[config.mk]
export PLATFORM = sky130hd
export DESIGN_NAME = if_fetch
export DESIGN_NICKNAME = d
export VERILOG_FILES = /design/src/rtl/if_fetch.sv
export SDC_FILE = /design/constraint.sdc
export NUM_CORES = 1
export LEC_CHECK = 0
export CAP_MARGIN = 20
export CORE_MARGIN = 1
export CORE_UTILIZATION = 47
export CTS_BUF_LIST = sky130_fd_sc_hd__clkbuf_8
export CTS_CLUSTER_DIAMETER = 100
export DETAILED_ROUTE_END_ITERATION = 10
export PLACE_DENSITY = 0.88
export SLEW_MARGIN = 20
export SYNTH_ARGS = -nofsm -noshare
export SYNTH_HDL_FRONTEND = slang
export SYNTH_SLANG_ARGS = --single-unit
[constraint.sdc]
create_clock -name i_clk -period 2.4 [get_ports i_clk]
set_clock_uncertainty 0.05 [all_clocks]
set_input_delay 0.48 -clock i_clk [delete_from_list [all_inputs] [get_ports i_clk]]
set_output_delay 0.48 -clock i_clk [all_outputs]
set_load 0.05 [all_outputs]
[src/rtl/if_fetch.sv]
// Instruction fetch stage: one outstanding imem read at a time, with a one-entry holding
// register towards ID. Branch redirects from IE take priority in every state.
module if_fetch #(
  parameter logic [31:0] RESET_PC = 32'h0000_0000
) (
  input  logic        i_clk,
  input  logic        i_rst_n,
  input  logic        i_b_sel,
  input  logic [31:0] i_b_target,
  output logic        o_imem_req,
  output logic [31:0] o_imem_addr,
  input  logic        i_imem_gnt,
  input  logic        i_imem_rvalid,
  input  logic [31:0] i_imem_rdata,
  output logic [31:0] o_inst,
  output logic [31:0] o_pc,
  output logic [31:0] o_pcp,
  output logic        o_inst_valid,
  input  logic        i_inst_ready
);

  localparam logic [31:0] Nop     = 32'h0000_0013;
  localparam logic [31:0] ResetPc = {RESET_PC[31:2], 2'b00};

  typedef enum logic [1:0] {
    StReq  = 2'd0,
    StWait = 2'd1,
    StDrop = 2'd2,
    StHold = 2'd3
  } state_e;

  state_e      r_state;
  logic [31:0] r_fetch_pc;
  logic [31:0] r_inst;
  logic [31:0] r_pc;
  logic [31:0] r_pcp;
  logic        r_inst_valid;

  logic [31:0] w_target;
  logic [31:0] w_fetch_pc_inc;

  assign w_target       = i_b_target & 32'hFFFF_FFFC;
  assign w_fetch_pc_inc = r_fetch_pc + 32'd4;

  always_ff @(posedge i_clk or negedge i_rst_n) begin
    if (!i_rst_n) begin
      r_state      <= StReq;
      r_fetch_pc   <= ResetPc;
      r_inst       <= Nop;
      r_pc         <= ResetPc;
      r_pcp        <= ResetPc + 32'd4;
      r_inst_valid <= 1'b0;
    end else begin
      unique case (r_state)
        StReq: begin
          if (i_b_sel) begin
            r_fetch_pc <= w_target;
            // A grant in the redirect cycle was for the stale address; its data must be eaten.
            r_state    <= i_imem_gnt ? StDrop : StReq;
          end else if (i_imem_gnt) begin
            r_state <= StWait;
          end
        end
        StWait: begin
          if (i_b_sel) begin
            r_fetch_pc <= w_target;
            r_state    <= i_imem_rvalid ? StReq : StDrop;
          end else if (i_imem_rvalid) begin
            r_inst       <= i_imem_rdata;
            r_pc         <= r_fetch_pc;
            r_pcp        <= w_fetch_pc_inc;
            r_inst_valid <= 1'b1;
            r_fetch_pc   <= w_fetch_pc_inc;
            r_state      <= StHold;
          end
        end
        StDrop: begin
          if (i_b_sel) begin
            r_fetch_pc <= w_target;
          end
          // The pending response is consumed even if a redirect lands in the same cycle,
          // otherwise DROP would wait for a response that never arrives.
          if (i_imem_rvalid) begin
            r_state <= StReq;
          end
        end
        StHold: begin
          if (i_b_sel) begin
            r_fetch_pc   <= w_target;
            r_inst_valid <= 1'b0;
            r_state      <= StReq;
          end else if (i_inst_ready) begin
            r_inst_valid <= 1'b0;
            r_state      <= StReq;
          end
        end
        default: r_state <= StReq;
      endcase
    end
  end

  // Gated by reset so the request is low while held in reset and high right after release.
  assign o_imem_req   = (r_state == StReq) && i_rst_n;
  assign o_imem_addr  = r_fetch_pc;
  assign o_inst       = r_inst;
  assign o_pc         = r_pc;
  assign o_pcp        = r_pcp;
  assign o_inst_valid = r_inst_valid;

endmodule

==> results.cfg, run 1 <==
[clocking]
numClockSinks = 125
ctsHoldBuffers = 0
clk_pin_slew_ns = 0.07
cts_max_path_buffers = 2
cts_tree = built
post-cts-setup-buffers = 0
clockRootBuffer = clkbuf_8
clk_latency_ns = 0.44
cts-htree-levels = 4
numCtsBuffers = 17

[pwr]
power.total_w = 0.0115
power.density_nw_per_um2 = 1340
power.leakage_nw = 3.85
ir_worst_vdd_v = 0.000764

[die]
die_h_um = 114
rows = 40
initial_core_util_pct = 48.7
die_x_um = 114
core_um2 = 12100
dieArea_um2 = 13000
ioPinCount = 200

[critical_path]
path_buf_inv = 1
required_ns = 1.87
max_stage_delay_ns = 0.86
startpoint = o_imem_addr[23]
cp.arrival_ns = 1.82
cp_top_family = buffers and inverters
startpoint_type = flip-flop
critPathKind = flip-flop to output pin
worst-path-max-fanout = 6
critical_path_depth = 1
r2r-start = o_imem_addr[3]
cp-end-kind = output pin
r2r_cells = 6
slowest_stage = clkdlybuf4s50_1
path_cells = clkdlybuf4s50_1

[global_routing]
grt_use_total_pct = 26.1
grt_max_degree = 126
grt_pass1_wl_mm = 26.3
overflow = 0
grt_pass1_vias = 5321
antenna_found_initial = 0

[routing]
first_iter_violations = 435
totalWireLength_mm = 16.4
viasPerCell = 5.16
drc = 0
num_vias = 5379
routedWlPerCell_um = 15.7
dr.pass1.iters = 5
postRouteAntennaNets = 0

[worst_hold_path]
hold_path.class = input port to async pin

[job]
drv_cap = 0

[finish]
regArea_um2 = 3140
final_common_cell = nand2_1
syn_to_final_growth_pct = 46.0
final_cell_mix = 235 x nand2_1, 181 x clkdlybuf4s50_1, 119 x dfrtp_1, 39 x o21ai_0, 28 x xnor2_1
finalNonFillerCells = 1043
fin_area_um2 = 8610
multi_input_area_um2 = 2490
fill_cells = 913
nNetsFinal = 933
n_antenna_cell = 0
drive_above_1_share_pct = 10.1

[synthesis]
syn_area_um2 = 5900
syn_inst = 670
synth-edff-count = 0
async_reset_ff_share_pct = 100
syn_area_per_cell_um2 = 8.80
synth-warning-count = 0
ys.flop_type = dfrtp_1
synth_seq_area_share_pct = 53.1
yosysTopAreaCell = dfrtp_1
netlist.area_leader.share_pct = 51.3
synthDistinctLibCells = 53
synthTopCellsByArea = dfrtp_1 51%, nand2_1 15%, xnor2_1 4.2%, o21ai_0 3.3%, clkbuf_1 2.4%
ys_seq_elements = 125

[place]
io_buffers = 191
dp.final_hpwl_mm = 11.5
gp_congestion = 0.836
placed_area_um2 = 8150
pre_cts_slack_ns = 0.122
dp.cells = 1011

[outcome]
status = complete, no violations

[sta]
grt_setup_unrepaired = false
worst_pin_slew_ns = 0.673
drv_slew = 0
period_share_pct = 97.9
hold_viol_final = 0
setup_viol = 0
fin_ws_ns = 0.0497
post-route-min-period_ns = 2.35
slew-limit-headroom_pct = 55.2
setup_tns_ns = 0
fmaxAchievable_ghz = 0.425
==> routing by layer <==
metal	global-route usage, %	vias to the layer above	part of all wire [%]
li1	-	2593	-
met1	33.7	2545	43
met2	42.5	210	48
met3	6.59	31	6.9
met4	9.78	0	2.1
met5	0	-	0
==> path summary, 6_finish.rpt <==
path	end	slack (ns)
max	o_imem_addr[23]	0.05
min	o_pcp[17]	0.1
max reg2reg	o_pcp[20]	0.22
min reg2reg	o_inst[1]	0.42
max in group asynchronous	o_imem_addr[3]	1.67
min in group i_clk	o_inst[1]	0.42
==> synthesized netlist by cell type (6+ instances only) <==
master      n
nand2_1   235
dfrtp_1   121
o21ai_0    39
clkbuf_1   37
xnor2_1    28
nor2_1     22
a21oi_1    21
nand3_1    18
o21ai_1    15
nand4_1    12
nor3_1     12
buf_2      10
xor2_1      9
buf_4       8
inv_1       6
o22a_1      6
==> registers in the layout, summed over array words and instances, names as in the netlist <==
register,count
o_imem_addr,30
o_inst,32
o_inst_valid,1
o_pc,30
o_pcp,30
r_state,2
==> cell families (layout without fill, tap and decap cells) <==
kind of cell,Yosys count,in the layout,share of synthesized area [%]
AND/OR/NAND/NOR,338,338,25.8
flip-flops,125,125,53.1
AO/OA/AOI/OAI,102,102,10.0
buffers and inverters,65,265,5.11
XOR/XNOR,37,37,5.50
adder cells (fa/ha/maj),1,1,0.212
other,1,6,0.0636
multiplexers,1,1,0.170
==> report_power, final <==
part	internal (W)	switching (W)	total [W]
clock	0.00116	0.000893	0.00206
sequential	0.00294	0.000528	0.00346
combinational	0.00195	0.00406	0.00600
==> through the flow <==
stage                     util, %  hold WS, ns
after floorplan                 -        0.134
after global placement       67.3        0.394
after detailed placement     67.3        0.404
after CTS                    71.0        0.136
after global routing         71.1        0.151
final                        71.1       0.0953
==> layout make-up <==
class / instances / share of cell area, %
flip-flops and latches: 125 / 36.4
clock inverters: 14 / 2.25
repair buffers: 226 / 26.8
multi-input cells: 485 / 28.9
well taps: 168 / 2.44
inverters: 7 / 0.305
clock buffers: 18 / 2.88
==> timing repair <==
item                       CTS  global route
setup endpoints to repair    2             6
pin swaps                    0             0
resized for setup            2             6
Power figures use the tool's default switching activity.
==> inputs of run 2 (changes only) <==
--- a/config.mk
+++ b/config.mk
@@ -11,8 +11,9 @@
 export CTS_BUF_LIST = sky130_fd_sc_hd__clkbuf_8
 export CTS_CLUSTER_DIAMETER = 100
 export DETAILED_ROUTE_END_ITERATION = 10
+export MAX_ROUTING_LAYER = met4
 export PLACE_DENSITY = 0.88
-export SLEW_MARGIN = 20
+export SLEW_MARGIN = 25
 export SYNTH_ARGS = -nofsm -noshare
 export SYNTH_HDL_FRONTEND = slang
 export SYNTH_SLANG_ARGS = --single-unit
==> results.cfg, run 2 (same netlist as run 1, synthesis figures left out) <==
[clocking]
cts-htree-levels = 4
cts_tree = built
clk_pin_slew_ns = 0.08
clockRootBuffer = clkbuf_8
post-cts-setup-buffers = 0
cts_max_path_buffers = 2
numClockSinks = 125
clk_latency_ns = 0.44
numCtsBuffers = 17

[critical_path]
cp.arrival_ns = 1.82
worst-path-max-fanout = 10
r2r_cells = 6
r2r-end = o_pcp[20]
cp-end-kind = output pin
crit_end = o_imem_addr[8]
critPathKind = flip-flop to output pin
r2r-start = o_imem_addr[3]
startpoint_type = flip-flop
slowest_stage = clkdlybuf4s50_1
startpoint = o_imem_addr[8]
max_stage_delay_ns = 0.82
worst-r2r-setup-slack_ns = 0.22
required_ns = 1.87
path_cells = buf_4 -> clkdlybuf4s50_1

[sta]
setup_viol = 0
fin_ws_ns = 0.0486
slew-limit-headroom_pct = 53.6
hold_viol_final = 0
drv_slew = 0
post-route-min-period_ns = 2.35
fmaxAchievable_ghz = 0.425
period_share_pct = 98.0
grt_setup_unrepaired = false
setup_tns_ns = 0
worst_pin_slew_ns = 0.696
fin_hold_ws_ns = 0.0734

[global_routing]
grt_pass1_vias = 5331
overflow = 0
grt_busiest_layer = met2
antenna_found_initial = 0
grt_max_degree = 126
met3_usage_pct = 5.79
met1_usage_pct = 33.9
grt_use_total_pct = 26.9
grt_pass1_wl_mm = 26.2
grt_use_met2_pct = 42.7

[routing]
first_iter_violations = 390
postRouteAntennaNets = 0
totalWireLength_mm = 16.4
viasPerCell = 5.17
routedWlPerCell_um = 15.7
num_vias = 5392
drc = 0
dr.pass1.iters = 5

[place]
dp.cells = 1011
io_buffers = 191
dp.final_hpwl_mm = 11.5
gp_congestion = 0.848
pre_cts_slack_ns = 0.122

[finish]
largest_reg_flops = 32
fill_cells = 913
syn_to_final_growth_pct = 46.0
final_cell_mix = 235 x nand2_1, 181 x clkdlybuf4s50_1, 119 x dfrtp_1, 39 x o21ai_0, 28 x xnor2_1
nNetsFinal = 933
n_antenna_cell = 0
utilization_pct = 71.1
final_common_cell = nand2_1
finalNonFillerCells = 1043
drive_above_1_share_pct = 10.1

[job]
drv_cap = 0

[die]
ioPinCount = 200
die_x_um = 114
core_um2 = 12100
dieArea_um2 = 13000
die_h_um = 114
rows = 40
initial_core_util_pct = 48.7

[outcome]
status = complete, no violations

[worst_hold_path]
hold_path.class = input port to async pin

[pwr]
intPower_w = 0.00605
switching_share_pct = 47.5
power.density_nw_per_um2 = 1340
power.leakage_nw = 3.85
netSwitchingPower_w = 0.00548
power_frac_clock_pct = 17.9
ir_worst_vdd_v = 0.000766
combPwrFrac_pct = 52.1
power_frac_seq_pct = 30.1
[run 2: cell counts in the layout (fill, tap and decap cells not counted)]
Identical to the previous run, type by type.
[run 2: power by group through the flow]
stage | Sequential (W) | Clock [W] | Combinational, W
global placement | 0.00345 | 0 | 0.00595
detailed placement | 0.00349 | 0 | 0.00603
floorplan | 0.00625 | 0 | 0.00103
finish | 0.00347 | 0.00206 | 0.00600
global route | 0.00356 | 0.00218 | 0.00629
CTS | 0.00347 | 0.00208 | 0.00603
[run 2: layout make-up]
| class | instances | area [µm²] | area share [%] |
|---|---|---|---|
| timing repair buffer | 226 | 2310 | 26.8 |
| sequential | 125 | 3140 | 36.4 |
| clock inverter | 14 | 194 | 2.25 |
| clock buffer | 18 | 248 | 2.88 |
| multi-input combinational | 485 | 2490 | 28.9 |
| inverter | 7 | 26.3 | 0.305 |
| tap | 168 | 210 | 2.44 |
[run 2: worst min-delay path by stage]
stage                            to  slack, ns      start
CTS                       o_pcp[30]       0.14    i_rst_n
floorplan           o_imem_addr[10]       0.13    i_rst_n
finish                    o_pcp[17]       0.07    i_rst_n
global route              o_pcp[17]       0.15    i_rst_n
global placement          o_inst[4]       0.39  o_inst[4]
detailed placement        o_inst[1]       0.40  o_inst[1]
[run 2: layer usage]
metal / up-vias / part of all wire [%]
met5: - / 0
met4: 0 / 2.2
met3: 38 / 6.7
met2: 214 / 48
met1: 2540 / 43
li1: 2600 / -
[run 2: worst max-delay path: cells and delay by family (launching register included)]
family | cells | cell delay [ns]
flip-flops | 1 | 0.37
buffers and inverters | 2 | 1.01
[run 2: what timing repair did]
item,in CTS,in global routing
hold buffers,0,0
gates resized for setup,2,6
endpoints found under the setup margin,2,6
pin swaps,0,0
[run 2: stage by stage]
step	cell area [µm²]	power (W)
floorplan	5920	0.00728
global placement	8150	0.00941
detailed placement	8150	0.00951
CTS	8590	0.0116
global route	8610	0.0120
finish	8610	0.0115
